**src/rtl/flag_cond_ctrl.sv**
```systemverilog
// NZVC flag register with in-flight flag-writer tracking and B.cond resolution.
// Optional FLAG_BYPASS_EN: resolve a waiting branch on the final commit using the incoming ALU flags.
module flag_cond_ctrl #(
  parameter int         MAX_PEND    = 3,
  parameter logic [3:0] RESET_FLAGS = 4'b0000
) (
  input  logic                            clk,
  input  logic                            reset,
  input  logic                            fs_issue,
  input  logic                            fs_commit,
  input  logic                            negative,
  input  logic                            zero,
  input  logic                            overflow,
  input  logic                            carry_out,
  input  logic                            br_valid,
  input  logic [3:0]                      br_cond,
  output logic                            br_done,
  output logic                            br_taken,
  output logic [3:0]                      flags_q,
  output logic [$clog2(MAX_PEND+1)-1:0]   pend_cnt,
  output logic                            fs_full,
  output logic                            err_underflow
);

  localparam int            CW       = $clog2(MAX_PEND + 1);
  localparam logic [CW-1:0] PEND_MAX = CW'(MAX_PEND);

`ifdef FLAG_BYPASS_EN
  typedef enum logic [1:0] {IDLE, WAIT, DONE} state_t;
`else
  typedef enum logic [1:0] {IDLE, WAIT, RESOLVE, DONE} state_t;
`endif

  state_t        state_q, state_d;
  logic [3:0]    flags_d;
  logic [CW-1:0] pend_q, pend_d;
  logic          err_q, err_d;
  logic          br_done_q, br_done_d;
  logic          br_taken_q, br_taken_d;
  logic [3:0]    alu_flags;

  // f[0]=N f[1]=Z f[2]=V f[3]=C
  function automatic logic cond_eval(input logic [3:0] cond, input logic [3:0] f);
    logic n, z, v, c, r;
    n = f[0];
    z = f[1];
    v = f[2];
    c = f[3];
    case (cond)
      4'h0:    r = z;
      4'h1:    r = !z;
      4'h2:    r = c;
      4'h3:    r = !c;
      4'h4:    r = n;
      4'h5:    r = !n;
      4'h6:    r = v;
      4'h7:    r = !v;
      4'h8:    r = c & !z;
      4'h9:    r = !c | z;
      4'hA:    r = (n == v);
      4'hB:    r = (n != v);
      4'hC:    r = !z & (n == v);
      4'hD:    r = z | (n != v);
      default: r = 1'b1;
    endcase
    return r;
  endfunction

  assign alu_flags = {carry_out, overflow, zero, negative};

  always_comb begin
    flags_d    = fs_commit ? alu_flags : flags_q;
    pend_d     = pend_q;
    err_d      = err_q;
    state_d    = state_q;
    br_done_d  = 1'b0;
    br_taken_d = 1'b0;

    // Simultaneous issue and commit cancel; issue at full is dropped.
    if (fs_issue && !fs_commit) begin
      if (pend_q != PEND_MAX) pend_d = pend_q + 1'b1;
    end else if (fs_commit && !fs_issue) begin
      if (pend_q == '0) err_d = 1'b1;
      else              pend_d = pend_q - 1'b1;
    end

    case (state_q)
      IDLE: begin
        if (br_valid) begin
          if (pend_q == '0 && !fs_commit) begin
            state_d    = DONE;
            br_done_d  = 1'b1;
            br_taken_d = cond_eval(br_cond, flags_q);
          end else begin
            state_d = WAIT;
          end
        end
      end
      WAIT: begin
        if (!br_valid) begin
          state_d = IDLE;
        end else if (fs_commit && pend_d == '0) begin
`ifdef FLAG_BYPASS_EN
          state_d    = DONE;
          br_done_d  = 1'b1;
          br_taken_d = cond_eval(br_cond, alu_flags);
`else
          state_d = RESOLVE;
`endif
        end
      end
`ifndef FLAG_BYPASS_EN
      RESOLVE: begin
        state_d    = DONE;
        br_done_d  = 1'b1;
        br_taken_d = cond_eval(br_cond, flags_q);
      end
`endif
      DONE:    state_d = IDLE;
      default: state_d = IDLE;
    endcase
  end

  always_ff @(posedge clk or negedge reset) begin
    if (!reset) begin
      state_q    <= IDLE;
      flags_q    <= RESET_FLAGS;
      pend_q     <= '0;
      err_q      <= 1'b0;
      br_done_q  <= 1'b0;
      br_taken_q <= 1'b0;
    end else begin
      state_q    <= state_d;
      flags_q    <= flags_d;
      pend_q     <= pend_d;
      err_q      <= err_d;
      br_done_q  <= br_done_d;
      br_taken_q <= br_taken_d;
    end
  end

  assign br_done       = br_done_q;
  assign br_taken      = br_taken_q;
  assign pend_cnt      = pend_q;
  assign fs_full       = (pend_q == PEND_MAX);
  assign err_underflow = err_q;

endmodule

```
**config.mk**
```make
export PLATFORM = sky130hd
export DESIGN_NAME = flag_cond_ctrl
export DESIGN_NICKNAME = d
export VERILOG_FILES = /design/src/rtl/flag_cond_ctrl.sv
export SDC_FILE = /design/constraint.sdc
export NUM_CORES = 1
export LEC_CHECK = 0
export CAP_MARGIN = 20
export CORE_MARGIN = 4
export CORE_UTILIZATION = 30
export DETAILED_ROUTE_END_ITERATION = 8
export PLACE_DENSITY = 0.6
export SETUP_SLACK_MARGIN = 0.1
export SYNTH_ARGS = -nofsm -noshare
export SYNTH_HDL_FRONTEND = slang
export SYNTH_SLANG_ARGS = --single-unit
```
**constraint.sdc**
```tcl
create_clock -name clk -period 1.5 [get_ports clk]
set_input_delay 0.15 -clock clk [delete_from_list [all_inputs] [get_ports clk]]
set_output_delay 0.15 -clock clk [all_outputs]
set_load 0.05 [all_outputs]
```
==> out/results.ini <==
[run_status]
outcome=finished clean

[sta]
hold_violations=0
slew_headroom_pct=66.5
hold_slack_ps=221
worst_slew_pin_slew_ps=502
post-route-period-util_pct=87.5
max_freq_mhz=762
skew_ps=7.24
finalSetupViolCount=0
rsz0062_at_grt=no
drv_slew=0
period_minus_slack_ps=1310

[placed_design]
place.gp.congestion=0.831
port_buffers=22
dp_hpwl_um=1050
placed_cells=103

[clock_network]
hold_buffers=0
clkLatencyLatePin_ps=260
cts_buffers=3
cts.clk_slew.worst_paths_ps=70
cts_root_buffer=clkbuf_4
h-tree-depth=1
cts_tree=yes
clock_path_buffers=2
cts.sinks=11

[setup_path]
crit_path_start_kind=register
path_depth=2
crit_slowest_cell=dfrtp_1
cp-end-kind=output pin
path_cells=and2_1 > buf_12
path_buf_inv=1
rr_worst_depth=4
required_ps=1350
crit_family=flip-flops
critPathKind=reg -> out
cp.arrival_ps=1160
critPathMaxStageDelay_ps=520
cp_max_fo=9

[layout]
n_antenna_cell=0
syn2layout_area_growth_pct=54.1
fin_nets=96
drive_gt1_share_pct=28.0
final_common_cell=clkdlybuf4s50_1
final_cells=107
layout_common_cells=clkdlybuf4s50_1, buf_4, dfrtp_1, inv_1, mux2_2

[drt]
first_iter_violations=8
wl_per_cell_um=12.1
routed_wl_um=1290
viasPerCell=4.70
vias=503
drcViolationCount=0
drtAntennaViolNets=0
dr.pass1.iters=3

[global_route]
grt_max_degree=12
first_global_vias=503
grt_overflow_total=0
grt_pass1_wl_um=2200
track_usage_pct=10.9
antenna_found_initial=0

[floorplan]
die_h_um=52.1
rows=15
dieArea_um2=2710
io_pins=23
die_w_um=52.1
core_um2=1780
start_util_pct=32.7

[power_and_ir_drop]
cellPowerDensity_nw_per_um2=1300
power.total_mw=1.17
vdd_drop_max_uv=622
p_leak_nw=0.404

[synth]
synth_area_um2=583
yosys.area_share.simple_pct=16.1
yosysWarnings=0
synth.mux.area_fraction_pct=12.9
ys_seq_area_share_pct=47.2
synth_top_family_by_area=simple AND/OR/NAND/NOR gates
synthCells=54
syn_area_per_cell_um2=10.8
ys_ff_latch=11
ys_types=27
synth_xor_area_share_pct=6.01
syn-num-nets=67
synth_compound_area_share_pct=14.6
synthAdderAreaFrac_pct=0

[job]
cap_violations=0

[min_path]
hp-class=in -> async

[where the power goes]
part / internal [mW] / total [mW] / switching (mW) / leakage (nW)
clock network: 0.103 / 0.196 / 0.0932 / 0.0150
registers: 0.366 / 0.446 / 0.0803 / 0.130
logic: 0.239 / 0.530 / 0.291 / 0.259
[logic make-up after synthesis]
group | count (synthesis)
xor gates and xnor gates | 4
AOI/OAI and AO/OA | 12
DFF | 11
buffers and inverters | 5
and+or+nand+nor | 15
muxes | 7
[final timing paths]
kind / to / slack (ps) / startpoint
max: fs_full / 190 / pend_cnt[0]
min: pend_cnt[1] / 220 / reset
max reg2reg: br_taken / 230 / flags_q[0]
min reg2reg: err_underflow / 480 / err_underflow
max in group asynchronous: flags_q[1] / 910 / reset
min in group clk: br_taken / 400 / br_cond[2]
[routing by layer]
metal	GRT usage [%]	wire length, µm	up-vias
met1	13.6	578	239
li1	-	-	253
met3	1.72	41	2
met5	0	0	-
met2	18.2	648	9
met4	5.24	23	0
[sequential cells by signal (all words and copies together) (netlist names)]
signal         count
flags_q            4
pend_cnt           2
state_q            2
br_done            1
br_taken           1
err_underflow      1
[stage by stage]
stage	instance area (µm²)	utilization [%]	setup WS (ps)	TNS, ps
5_1_grt	898	50.4	138	0
3_3_place_gp	870	48.8	-43.1	-43.1
2_1_floorplan	587	-	134	0
3_5_place_dp	870	48.8	-119	-119
4_1_cts	896	50.2	150	0
6_report	898	50.4	188	0
[synthesized netlist by cell type]
| library cell | number | share of area [%] |
|---|---|---|
| a21oi_1 | 2 | 1.7 |
| a41o_1 | 1 | 1.7 |
| a41oi_1 | 1 | 1.5 |
| and2_1 | 1 | 1.1 |
| and3_1 | 1 | 1.1 |
| and3b_1 | 1 | 1.5 |
| clkbuf_1 | 1 | 0.64 |
| dfrtp_1 | 11 | 47 |
| inv_1 | 4 | 2.6 |
| mux2_2 | 4 | 7.7 |
| mux2i_1 | 3 | 5.2 |
| nand2_1 | 3 | 1.9 |
| nand2b_1 | 2 | 2.1 |
| nand3_1 | 1 | 0.86 |
| nand3b_1 | 2 | 2.6 |
| nor2b_1 | 1 | 1.1 |
| nor3b_1 | 1 | 1.3 |
| nor4b_1 | 1 | 1.5 |
| o211ai_1 | 2 | 2.6 |
| o21a_1 | 1 | 1.3 |
| o21ai_0 | 2 | 1.7 |
| o21bai_1 | 1 | 1.3 |
| o2bb2ai_1 | 1 | 1.5 |
| o31ai_1 | 1 | 1.3 |
| or3_1 | 1 | 1.1 |
| xnor2_1 | 2 | 3.0 |
| xor2_1 | 2 | 3.0 |
[layout make-up]
type	instances	area (µm²)
clock buffers	4	26.3
fillers	171	885
inverters	4	15.0
multi-input cells	38	289
flip-flops and latches	11	279
well taps	25	31.3
repair buffers	25	258
[what timing repair did]
item | CTS | global route
resized for setup | 0 | 1
buffers inserted | 0 | 0
setup endpoints to repair | 0 | 1
(Power assumes the default switching activity.)
